## config.mk

```make
export PLATFORM = sky130hd
export DESIGN_NAME = display_scan_ctrl
export DESIGN_NICKNAME = d
export VERILOG_FILES = /design/src/rtl/disp_pkg.sv /design/src/rtl/disp_frame_fmt.sv /design/src/rtl/display_scan_ctrl.sv
export SDC_FILE = /design/constraint.sdc
export NUM_CORES = 1
export LEC_CHECK = 0
export BUFFER_PORTS_ARGS = -buffer_cell sky130_fd_sc_hd__buf_2
export CAP_MARGIN = 0
export CORE_MARGIN = 4
export CORE_UTILIZATION = 59
export DETAILED_ROUTE_END_ITERATION = 16
export GPL_TIMING_DRIVEN = 0
export MAX_ROUTING_LAYER = met4
export PLACE_DENSITY = 0.84
export REMOVE_ABC_BUFFERS = 1
export SYNTH_ARGS = -nofsm -noshare
export SYNTH_HDL_FRONTEND = slang
export SYNTH_SLANG_ARGS = --single-unit
export TNS_END_PERCENT = 20
```

## constraint.sdc

```tcl
create_clock -name clk -period 6.6 [get_ports clk]
set_input_delay 0.99 -clock clk [delete_from_list [all_inputs] [get_ports clk]]
set_output_delay 0.99 -clock clk [all_outputs]
set_load 0.01 [all_outputs]
```

## src/rtl/disp_pkg.sv

```systemverilog
// Shared types and constants for the seven-segment scan controller.
// Optional build macro used by display_scan_ctrl: DISP_DEADTIME_EN.
package disp_pkg;

  typedef logic [3:0] digit_t;

  localparam digit_t     DIG_MINUS  = 4'd10;
  localparam digit_t     DIG_BLANK  = 4'd11;
  localparam int         NUM_DIGITS = 4;
  localparam logic [3:0] ANODE_OFF  = 4'b1111;

  // Any code outside 0..9 is shown as a blank digit.
  function automatic digit_t bcd_sanitize(input logic [3:0] code);
    return (code > 4'd9) ? DIG_BLANK : code;
  endfunction

  function automatic logic [3:0] anode_sel(input logic [1:0] idx);
    return ~(4'b0001 << idx);
  endfunction

endpackage

```

## src/rtl/disp_frame_fmt.sv

```systemverilog
// Builds one display frame: source select, BCD sanitise, leading-zero
// blanking and placement of the minus sign next to the leading digit.
module disp_frame_fmt
  import disp_pkg::*;
(
  input  logic                        show_ans_i,
  input  logic                        blank_lz_i,
  input  logic                        ans_neg_i,
  input  logic [15:0]                 opnd_i,
  input  logic [11:0]                 ans_i,
  output digit_t [NUM_DIGITS-1:0]     frame_o
);

  digit_t [NUM_DIGITS-1:0] raw;
  logic   [NUM_DIGITS-1:0] lz_mask;
  logic                    lead;
  logic                    use_minus;
  logic   [1:0]            minus_pos;

  always_comb begin
    // NOTE: every variable gets a default before any branch, so no latches are inferred.
    raw       = '0;
    lz_mask   = '0;
    lead      = 1'b1;
    minus_pos = 2'd3;
    use_minus = show_ans_i && ans_neg_i;

    if (show_ans_i) begin
      for (int i = 0; i < 3; i++) begin
        raw[i] = bcd_sanitize(ans_i[4*i +: 4]);
      end
      raw[3] = (use_minus && !blank_lz_i) ? DIG_MINUS : 4'd0;
    end else begin
      for (int i = 0; i < NUM_DIGITS; i++) begin
        raw[i] = bcd_sanitize(opnd_i[4*i +: 4]);
      end
    end

    frame_o = raw;

    // The blanked run is contiguous from the top; its lowest position is
    // where a minus sign belongs.
    if (blank_lz_i) begin
      for (int i = NUM_DIGITS - 1; i >= 1; i--) begin
        if (lead && raw[i] == 4'd0) begin
          frame_o[i] = DIG_BLANK;
          lz_mask[i] = 1'b1;
        end else begin
          lead = 1'b0;
        end
      end
      for (int i = NUM_DIGITS - 1; i >= 1; i--) begin
        if (lz_mask[i]) minus_pos = 2'(i);
      end
      if (use_minus) frame_o[minus_pos] = DIG_MINUS;
    end
  end

endmodule

```

## src/rtl/display_scan_ctrl.sv

```systemverilog
// Four-digit seven-segment scan scheduler with tear-free frame shadowing.
// Build macro DISP_DEADTIME_EN: blank all anodes for DEAD_CYCLES at each slot start.
module display_scan_ctrl
  import disp_pkg::*;
#(
  parameter int REFRESH_DIV = 100000,
  parameter int DEAD_CYCLES = 16
) (
  input  logic        clk,
  input  logic        rst_n,
  input  logic [15:0] opnd,
  input  logic [11:0] ans,
  input  logic        ans_neg,
  input  logic        showAns,
  input  logic        blank_lz,
  output logic [3:0]  enable,
  output logic [3:0]  digit,
  output logic        frame_tick
);

  localparam int CNT_W = $clog2(REFRESH_DIV);

  if (REFRESH_DIV < 2 || REFRESH_DIV > (1 << 20)) begin : g_bad_div
    $error("display_scan_ctrl: REFRESH_DIV out of range 2..2^20");
  end
  if (DEAD_CYCLES < 0 || DEAD_CYCLES >= REFRESH_DIV) begin : g_bad_dead
    $error("display_scan_ctrl: DEAD_CYCLES must be below REFRESH_DIV");
  end

  logic [CNT_W-1:0]        cnt_q, cnt_d;
  logic [1:0]              idx_q, idx_d;
  digit_t [NUM_DIGITS-1:0] shadow_q, shadow_d;
  logic [3:0]              enable_q, enable_d;
  digit_t                  digit_q, digit_d;
  logic                    frame_tick_q, frame_tick_d;
  logic                    tick;
  logic                    frame_load;
  digit_t [NUM_DIGITS-1:0] frame_next;

  disp_frame_fmt u_frame_fmt (
    .show_ans_i (showAns),
    .blank_lz_i (blank_lz),
    .ans_neg_i  (ans_neg),
    .opnd_i     (opnd),
    .ans_i      (ans),
    .frame_o    (frame_next)
  );

`ifdef DISP_DEADTIME_EN
  localparam bit HAS_DEAD = (DEAD_CYCLES > 0);

  // Anode for the current slot, applied once the dead period has elapsed.
  logic [3:0] slot_anode_q, slot_anode_d;
`endif

  always_comb begin
    tick         = (cnt_q == CNT_W'(REFRESH_DIV - 1));
    cnt_d        = tick ? '0 : cnt_q + CNT_W'(1);
    idx_d        = tick ? idx_q + 2'd1 : idx_q;
    frame_load   = tick && (idx_q == 2'd3);
    shadow_d     = frame_load ? frame_next : shadow_q;
    digit_d      = tick ? shadow_d[idx_d] : digit_q;
    frame_tick_d = frame_load;
`ifdef DISP_DEADTIME_EN
    slot_anode_d = tick ? anode_sel(idx_d) : slot_anode_q;
    if (tick) begin
      enable_d = HAS_DEAD ? ANODE_OFF : anode_sel(idx_d);
    end else if (HAS_DEAD && cnt_q == CNT_W'(DEAD_CYCLES - 1)) begin
      enable_d = slot_anode_q;
    end else begin
      enable_d = enable_q;
    end
`else
    enable_d     = tick ? anode_sel(idx_d) : enable_q;
`endif
  end

  // NOTE: sequential state uses non-blocking assignments only; the shadow
  // buffer is reset too, so slots shown before the first frame load are blank.
  always_ff @(posedge clk) begin
    if (!rst_n) begin
      cnt_q        <= '0;
      idx_q        <= 2'd0;
      shadow_q     <= {NUM_DIGITS{DIG_BLANK}};
      enable_q     <= ANODE_OFF;
      digit_q      <= DIG_BLANK;
      frame_tick_q <= 1'b0;
`ifdef DISP_DEADTIME_EN
      slot_anode_q <= ANODE_OFF;
`endif
    end else begin
      cnt_q        <= cnt_d;
      idx_q        <= idx_d;
      shadow_q     <= shadow_d;
      enable_q     <= enable_d;
      digit_q      <= digit_d;
      frame_tick_q <= frame_tick_d;
`ifdef DISP_DEADTIME_EN
      slot_anode_q <= slot_anode_d;
`endif
    end
  end

  assign enable     = enable_q;
  assign digit      = digit_q;
  assign frame_tick = frame_tick_q;

endmodule
```

==> impl_metrics.env, run 1 <==
export IMPL_outcome="finished clean"
export IMPL_post_cts_setup_buffers=0
export IMPL_synth_main_ff_cell="dfxtp_1"
export IMPL_die_y_um=70.8
export IMPL_synth_fa_ha_area_frac=0.0108
export IMPL_cts_sinks=44
export IMPL_leakage_nw=1.04
export IMPL_synth_distinct_cells=50
export IMPL_die_x_um=70.8
export IMPL_dr_wl_met3_um=385
export IMPL_drc=0
export IMPL_wl_per_cell_um=14.0
export IMPL_grt_max_degree=27
export IMPL_cts_buffers=5
export IMPL_area_delta_synth_final_pct=15.1
export IMPL_ios=42
export IMPL_drive_above_1_share=0.172
export IMPL_yosysWarnings=0
export IMPL_ff_latch_area_um2=881
export IMPL_grt_pass1_wl_mm=8.86
export IMPL_max_slew_margin=0.558
export IMPL_cts_max_level=2
export IMPL_fin_nets=366
export IMPL_hpwl_mm=3.91
export IMPL_synth_top_family_by_area="simple AND/OR/NAND/NOR gates"
export IMPL_holdPathStages=2
export IMPL_antenna_found_initial=0
export IMPL_holdCritPathClass="flip-flop to flip-flop"
export IMPL_cts_tree="done"
export IMPL_muxShareOfSynthArea=0.0349
export IMPL_num_antenna_cells=0
export IMPL_grt_pass1_vias=2055
export IMPL_syn_inst=294
export IMPL_drt_iter0_drc=142
export IMPL_cap_viol_max_count=0
export IMPL_dieArea_mm2=0.00501
export IMPL_std_cell_rows=22
export IMPL_hold_viol=0
export IMPL_clockRootBuffer="clkbuf_8"
export IMPL_fmax_mhz=326
export IMPL_cts_hold_buffers=0
export IMPL_cts_resized_gates=0
export IMPL_crit_required_ns=6.79
export IMPL_multi_input_area_mm2=0.00137
export IMPL_gp_congestion=0.858
export IMPL_synth_edf_count=0
export IMPL_dr_wl_met2_mm=2.51
export IMPL_postPlaceCellArea_mm2=0.00255
export IMPL_skew_ns=0.00572
export IMPL_power_mw=0.544
export IMPL_layout_commonest_cell="nor2_1"
export IMPL_most_common_layout_cells="nor2_1, dfxtp_1, buf_2, nand2_1, o21ai_0"
export IMPL_start_util=0.622
export IMPL_utilization=0.716
export IMPL_peakVddDrop_v=0.000150
export IMPL_fin_crit_sh=0.465
export IMPL_synthesis_area_mm2=0.00233
export IMPL_synth_xor_area_frac=0.0565
export IMPL_timing_hold_ws_ns=0.466
export IMPL_synth_avg_cell_area_um2=7.92
export IMPL_overflow=0
export IMPL_yosys_area_share_simple=0.305
export IMPL_synth_compound_area_share=0.181
export IMPL_ys_seq_area_frac=0.378
export IMPL_drt_pass1_iter_count=4
export IMPL_top_layer="met4"
export IMPL_clk_latency_ns=0.30
export IMPL_grt_util_all_layers=0.225
export IMPL_critical_path_max_fanout=11
export IMPL_cp_end_kind="flip-flop"
export IMPL_fillers=326
export IMPL_ant_nets=0
export IMPL_startpoint_type="flip-flop"
export IMPL_synth_seq_cells=44
export IMPL_port_buffers=41
export IMPL_vias_per_cell=5.91
export IMPL_drt_met1_wl_mm=2.29
export IMPL_setup_viol=0
export IMPL_rsz0062_at_grt="false"
export IMPL_path_class="flip-flop to flip-flop"
export IMPL_design_area_mm2=0.00268
export IMPL_coreArea_mm2=0.00374
export IMPL_clk_path_buf_depth=2
export IMPL_async_flop_share=0
export IMPL_vias=2241
export IMPL_r2r_cells=7
export IMPL_drt_wl_total_mm=5.30
export IMPL_fin_tns_setup_ns=0
export IMPL_p_per_area_mw_per_mm2=203
export IMPL_period_needed_ns=3.07
export IMPL_drv_slew=0
export IMPL_clk_pin_slew_worst_paths_ns=0.08
export IMPL_worstMarginPinSlew_ns=0.646
export IMPL_arrival_ns=3.25
==> path summary, 6_finish.rpt <==
| kind | from | end | slack, ns |
|---|---|---|---|
| max | cnt_q[14]$_SDFF_PP0_ | digit[3]$_SDFFE_PN1P_ | 3.53 |
| min reg2reg | shadow_q[15]$_SDFF_PN1_ | shadow_q[15]$_SDFF_PN1_ | 0.47 |
| min | shadow_q[15]$_SDFF_PN1_ | shadow_q[15]$_SDFF_PN1_ | 0.47 |
| max reg2reg | cnt_q[14]$_SDFF_PP0_ | digit[3]$_SDFFE_PN1P_ | 3.53 |
==> logic make-up (layout without fill, tap and decap cells) <==
kind of cell	Yosys count	in the layout
muxes	8	8
buffers and inverters	18	55
and+or+nand+nor	141	141
adders and majority gates	2	2
DFF	44	44
xor gates and xnor gates	15	15
AOI/OAI and AO/OA	66	66
==> critical path, cell delays in order (launching register included) <==
cell     delay (ns)
dfxtp_1        0.34
or4bb_1        0.62
nor4_4         0.43
and2_1         0.56
mux2i_1        0.29
a21oi_1        0.09
a211o_1        0.31
a221o_1        0.31
==> registers in the layout (all words and copies together) (netlist names) <==
| register | cells |
|---|---|
| cnt_q | 17 |
| digit | 4 |
| enable | 4 |
| frame_tick | 1 |
| idx_q | 2 |
| shadow_q | 16 |
==> metal layers <==
metal / GRT usage / vias to the layer above
met5: - / -
met4: 0.0877 / 0
met3: 0.0483 / 14
met2: 0.350 / 73
met1: 0.284 / 1039
li1: - / 1115
==> Yosys cell counts (all sizes together), types with 2 or more instances <==
cell / count / area share
clkbuf: 10 / 0.016
a211o: 2 / 0.0075
xnor2: 9 / 0.034
nor2: 58 / 0.094
dfxtp: 44 / 0.38
o21ai: 22 / 0.047
and3: 5 / 0.016
nand2: 23 / 0.037
a21oi: 16 / 0.034
a32oi: 3 / 0.011
a2111oi: 2 / 0.0075
nor4: 7 / 0.025
nor2b: 5 / 0.013
ha: 2 / 0.011
buf: 2 / 0.0081
mux2i: 7 / 0.030
o211ai: 2 / 0.0064
nand4b: 2 / 0.0075
o21a: 2 / 0.0064
nor3b: 3 / 0.0097
o22ai: 2 / 0.0054
nand3: 10 / 0.022
or4: 4 / 0.016
nand2b: 6 / 0.016
and2: 3 / 0.0081
a21o: 2 / 0.0064
nand4: 5 / 0.013
nor3: 6 / 0.013
xor2: 6 / 0.023
a211oi: 3 / 0.0097
inv: 6 / 0.0097
==> through the flow <==
stage          std cells  worst slack, ns
5_1_grt              379             3.29
4_1_cts              379             3.53
3_3_place_gp         371             3.19
6_report             379             3.53
2_1_floorplan        282             3.87
3_5_place_dp         372             3.49
==> area by class of cell <==
| type | instances | area share |
|---|---|---|
| Clock buffer | 5 | 0.0257 |
| Timing Repair Buffer | 42 | 0.0794 |
| Tap cell | 48 | 0.0224 |
| Inverter | 6 | 0.00841 |
| Multi-Input combinational cell | 232 | 0.513 |
| Clock inverter | 2 | 0.0224 |
| Sequential cell | 44 | 0.329 |
==> where the power goes <==
group	internal, mW	leakage [nW]	switching [mW]
Sequential	0.267	0.356	0.00160
Combinational	0.0163	0.619	0.0218
Clock	0.149	0.0642	0.0889
No activity file was read; power rests on OpenSTA's default activity.
==> run 2: changes to the inputs <==
Settings changed: CORE_UTILIZATION 59 to 55, PLACE_DENSITY 0.84 to 0.79.
Clock period 6.6 ns to 3.14 ns, I/O delays scaled along.
==> impl_metrics.env, run 2 (synthesis results as in run 1) <==
export IMPL_outcome="finished clean"
export IMPL_fin_cells=382
export IMPL_r2r_cells=7
export IMPL_period_needed_ns=2.96
export IMPL_fmax_mhz=338
export IMPL_die_x_um=73.1
export IMPL_dp_slack_ns=0.102
export IMPL_grt_max_degree=27
export IMPL_critical_path_max_fanout=11
export IMPL_dieArea_mm2=0.00534
export IMPL_grt_pass1_wl_mm=9.07
export IMPL_arrival_ns=3.14
export IMPL_wl_per_cell_um=14.1
export IMPL_fin_nets=366
export IMPL_ant_nets=0
export IMPL_p_per_area_mw_per_mm2=381
export IMPL_rsz0062_at_grt="false"
export IMPL_die_y_um=73.1
export IMPL_layout_commonest_cell="nor2_1"
export IMPL_worstMarginPinSlew_ns=0.577
export IMPL_setup_viol=0
export IMPL_vias=2218
export IMPL_skew_ns=0.00892
export IMPL_num_antenna_cells=0
export IMPL_drt_pass1_iter_count=5
export IMPL_holdCritPathClass="flip-flop to flip-flop"
export IMPL_clk_pin_slew_worst_paths_ns=0.08
export IMPL_vias_per_cell=5.81
export IMPL_top_layer="met4"
export IMPL_path_class="flip-flop to flip-flop"
export IMPL_holdPathStages=2
export IMPL_clockRootBuffer="clkbuf_8"
export IMPL_grt_pass1_vias=2007
export IMPL_drv_slew=0
export IMPL_overflow=0
export IMPL_timing_final_ws_setup_ns=0.183
export IMPL_dr_wl_met3_um=412
export IMPL_timing_hold_ws_ns=0.471
export IMPL_dp_cells=374
export IMPL_cts_hold_buffers=0
export IMPL_coreArea_mm2=0.00406
export IMPL_fin_crit_sh=0.942
export IMPL_start_util=0.574
export IMPL_hpwl_mm=3.85
export IMPL_ios=42
export IMPL_cts_sinks=44
export IMPL_max_slew_margin=0.615
export IMPL_cts_resized_gates=0
export IMPL_top_regs="cnt_q: 17 flops, shadow_q: 16 flops"
export IMPL_post_cts_setup_buffers=0
export IMPL_cap_viol_max_count=0
export IMPL_leakage_nw=1.02
export IMPL_dr_wl_met2_mm=2.37
export IMPL_drt_met1_wl_mm=2.54
export IMPL_grt_util_all_layers=0.219
export IMPL_drive_above_1_share=0.178
export IMPL_regMostFlops="cnt_q"
export IMPL_startpoint_type="flip-flop"
export IMPL_gp_congestion=0.879
export IMPL_clk_latency_ns=0.29
export IMPL_std_cell_rows=23
export IMPL_area_delta_synth_final_pct=13.9
export IMPL_drt_wl_total_mm=5.40
export IMPL_drt_iter0_drc=191
export IMPL_hold_viol=0
export IMPL_clk_path_buf_depth=2
export IMPL_most_common_layout_cells="nor2_1, dfxtp_1, buf_2, o21ai_0, nand2_1"
export IMPL_drc=0
export IMPL_peakVddDrop_v=0.000417
export IMPL_port_buffers=41
export IMPL_antenna_found_initial=0
export IMPL_cts_max_level=2
export IMPL_largest_register_ffs=17
export IMPL_cp_end_kind="flip-flop"
export IMPL_cts_tree="done"
export IMPL_crit_required_ns=3.32
export IMPL_cts_buffers=5
## run 2: critical path, stage by stage (launching register included)
cell	delay, ns
dfxtp_1	0.35
or4bb_1	0.65
nor4_4	0.46
and2_2	0.40
mux2i_1	0.27
a21oi_1	0.10
a211o_1	0.30
a221o_1	0.31
## run 2: final timing paths
path | startpoint | endpoint | slack (ns)
worst max-delay path | cnt_q[14]$_SDFF_PP0_ | digit[3]$_SDFFE_PN1P_ | 0.18
worst min-delay path | shadow_q[13]$_SDFF_PN1_ | shadow_q[13]$_SDFF_PN1_ | 0.47
worst max register to register | cnt_q[14]$_SDFF_PP0_ | digit[3]$_SDFFE_PN1P_ | 0.18
worst min register to register | shadow_q[13]$_SDFF_PN1_ | shadow_q[13]$_SDFF_PN1_ | 0.47
## run 2: through the flow
| step | area [µm²] | setup TNS, ns | total power, mW | util |
|---|---|---|---|---|
| final | 2650 | 0 | 1.01 | 0.653 |
| after global routing | 2650 | 0 | 1.05 | 0.653 |
| after CTS | 2650 | 0 | 1.01 | 0.652 |
| after detailed placement | 2550 | 0 | 0.657 | 0.629 |
| after global placement | 2540 | -0.688 | 0.655 | 0.626 |
| after floorplan | 2270 | 0 | 0.613 | - |
## run 2: power by group
group	internal [mW]	switching, mW
clock network	0.179	0.187
logic	0.0341	0.0468
registers	0.561	0.00321
total	0.774	0.237
## run 2: routing by layer
| layer | track usage | vias to the layer above |
|---|---|---|
| li1 | - | 1118 |
| met1 | 0.300 | 1011 |
| met2 | 0.323 | 81 |
| met3 | 0.0482 | 8 |
| met4 | 0.0676 | 0 |
| met5 | - | - |
## run 2: cell type report
cell class                 count  area (µm²)
fill                         354        1410
multi-input combinational    232        1380
sequential                    44         881
timing repair buffer          42         213
clock buffer                   7        86.3
tap                           50        62.6
inverter                       6        22.5
clock inverter                 1        7.51
==> run 3: changes to the inputs <==
Settings changed: REMOVE_ABC_BUFFERS 1 to unset, SLEW_MARGIN set to 20.
==> impl_metrics.env, run 3 (synthesis results as in run 1) <==
export IMPL_wl_per_cell_um=14.7
export IMPL_hpwl_mm=4.31
export IMPL_leakage_nw=1.03
export IMPL_drc=0
export IMPL_postPlaceCellArea_mm2=0.00259
export IMPL_grt_pass1_vias=2159
export IMPL_path_class="flip-flop to flip-flop"
export IMPL_skew_ns=0.00478
export IMPL_fmax_mhz=339
export IMPL_arrival_ns=3.13
export IMPL_rsz0062_at_grt="false"
export IMPL_grt_util_all_layers=0.231
export IMPL_power_mw=0.999
export IMPL_grt_max_degree=14
export IMPL_grt_pass1_wl_mm=9.54
export IMPL_drv_slew=0
export IMPL_antenna_found_initial=0
export IMPL_worstMarginPinSlew_ns=0.513
export IMPL_crit_end="digit[2]$_SDFFE_PN0P_"
export IMPL_overflow=0
export IMPL_crit_path_start="cnt_q[14]$_SDFF_PP0_"
export IMPL_outcome="finished clean"
export IMPL_period_needed_ns=2.95
export IMPL_die_y_um=73.1
export IMPL_cts_sinks=44
export IMPL_peakVddDrop_v=0.000213
export IMPL_die_x_um=73.1
export IMPL_slowest_delay_ns=0.63
export IMPL_clk_latency_ns=0.30
export IMPL_cts_resized_gates=0
export IMPL_r2r_end="digit[2]$_SDFFE_PN0P_"
export IMPL_dieArea_mm2=0.00534
export IMPL_drt_wl_total_mm=5.75
export IMPL_ios=42
export IMPL_critPathMostFrequentCell="mux2i_1"
export IMPL_fin_nets=376
export IMPL_coreArea_mm2=0.00406
export IMPL_drt_pass1_iter_count=4
export IMPL_r2r_cells=8
export IMPL_most_common_layout_cells="nor2_1, dfxtp_1, buf_2, nand2_1, o21ai_0"
export IMPL_clk_pin_slew_worst_paths_ns=0.08
export IMPL_ant_nets=0
export IMPL_cp_end_kind="flip-flop"
export IMPL_clockRootBuffer="clkbuf_8"
export IMPL_regMostFlops="cnt_q"
export IMPL_cts_buffers=5
export IMPL_startpoint_type="flip-flop"
export IMPL_cpMaxStageDelayCell="or4bb_1"
export IMPL_timing_final_ws_setup_ns=0.191
export IMPL_synth_nets=329
export IMPL_cts_hold_buffers=0
export IMPL_gp_congestion=0.829
export IMPL_port_buffers=40
export IMPL_path_buf_inv=1
export IMPL_drt_iter0_drc=122
export IMPL_timing_hold_ws_ns=0.478
export IMPL_largest_register_ffs=17
export IMPL_max_slew_margin=0.657
export IMPL_crit_required_ns=3.32
export IMPL_cp_num_cells=8
export IMPL_top_regs="cnt_q: 17 flops, shadow_q: 16 flops"
export IMPL_fin_crit_sh=0.939
export IMPL_vias_per_cell=5.81
export IMPL_design_area_mm2=0.00268
export IMPL_std_cell_rows=23
export IMPL_setup_viol=0
export IMPL_reg2reg_slack_ns=0.19
export IMPL_p_per_area_mw_per_mm2=373
export IMPL_layout_commonest_cell="nor2_1"
export IMPL_cts_max_level=2
export IMPL_regToRegStartpoint="cnt_q[14]$_SDFF_PP0_"
export IMPL_cts_tree="done"
export IMPL_hold_viol=0
export IMPL_vias=2279
export IMPL_critPathTopFamily="simple AND/OR/NAND/NOR gates"
export IMPL_num_antenna_cells=0
export IMPL_path_cells="or4bb_1 -> nor4_4 -> and2_1 -> buf_4 -> mux2i_1 -> mux2i_1 -> a2111oi_1 -> nor2_1"
export IMPL_start_util=0.574
export IMPL_area_delta_synth_final_pct=15.0
export IMPL_cap_viol_max_count=0
export IMPL_fin_tns_setup_ns=0
export IMPL_critical_path_max_fanout=10
export IMPL_drive_above_1_share=0.161
export IMPL_dp_slack_ns=0.196
export IMPL_holdCritPathClass="flip-flop to flip-flop"
export IMPL_clk_path_buf_depth=2
export IMPL_post_cts_setup_buffers=0
==> run 3: final cells by class <==
class,count,area [µm²]
well taps,50,62.6
plain buffers,12,56.3
inverters,6,22.5
clock buffers,7,76.3
clock inverters,1,8.76
flip-flops and latches,44,881
repair buffers,40,200
multi-input cells,232,1370
fillers,351,1380
==> run 3: how the worst min path moves through the flow <==
stage / from / end / slack [ns] / cells past startpoint
floorplan: shadow_q[15]$_SDFF_PN1_ / shadow_q[15]$_SDFF_PN1_ / 0.43 / 2
global placement: shadow_q[15]$_SDFF_PN1_ / shadow_q[15]$_SDFF_PN1_ / 0.44 / 2
detailed placement: cnt_q[0]$_SDFF_PP0_ / cnt_q[0]$_SDFF_PP0_ / 0.46 / 1
CTS: cnt_q[0]$_SDFF_PP0_ / cnt_q[0]$_SDFF_PP0_ / 0.48 / 1
global route: cnt_q[0]$_SDFF_PP0_ / cnt_q[0]$_SDFF_PP0_ / 0.51 / 1
finish: cnt_q[0]$_SDFF_PP0_ / cnt_q[0]$_SDFF_PP0_ / 0.48 / 1
==> run 3: per-layer routing <==
metal,GRT usage,vias to the layer above,part of all wire
met5,-,-,0
met4,0.0656,0,0.011
met3,0.0510,8,0.078
met2,0.345,91,0.44
met1,0.313,1041,0.47
li1,-,1139,-
==> run 3: power by group <==
| group | leakage, nW | internal (mW) | switching (mW) |
|---|---|---|---|
| Sequential | 0.356 | 0.561 | 0.00329 |
| Clock | 0.0424 | 0.159 | 0.193 |
| Combinational | 0.632 | 0.0351 | 0.0480 |
| Total | 1.03 | 0.755 | 0.244 |
==> run 3: per-stage QoR <==
step                      instances   util
after CTS                       392  0.659
after detailed placement        384  0.638
after floorplan                 294      -
after global placement          384  0.638
final                           392  0.660
after global routing            392  0.660
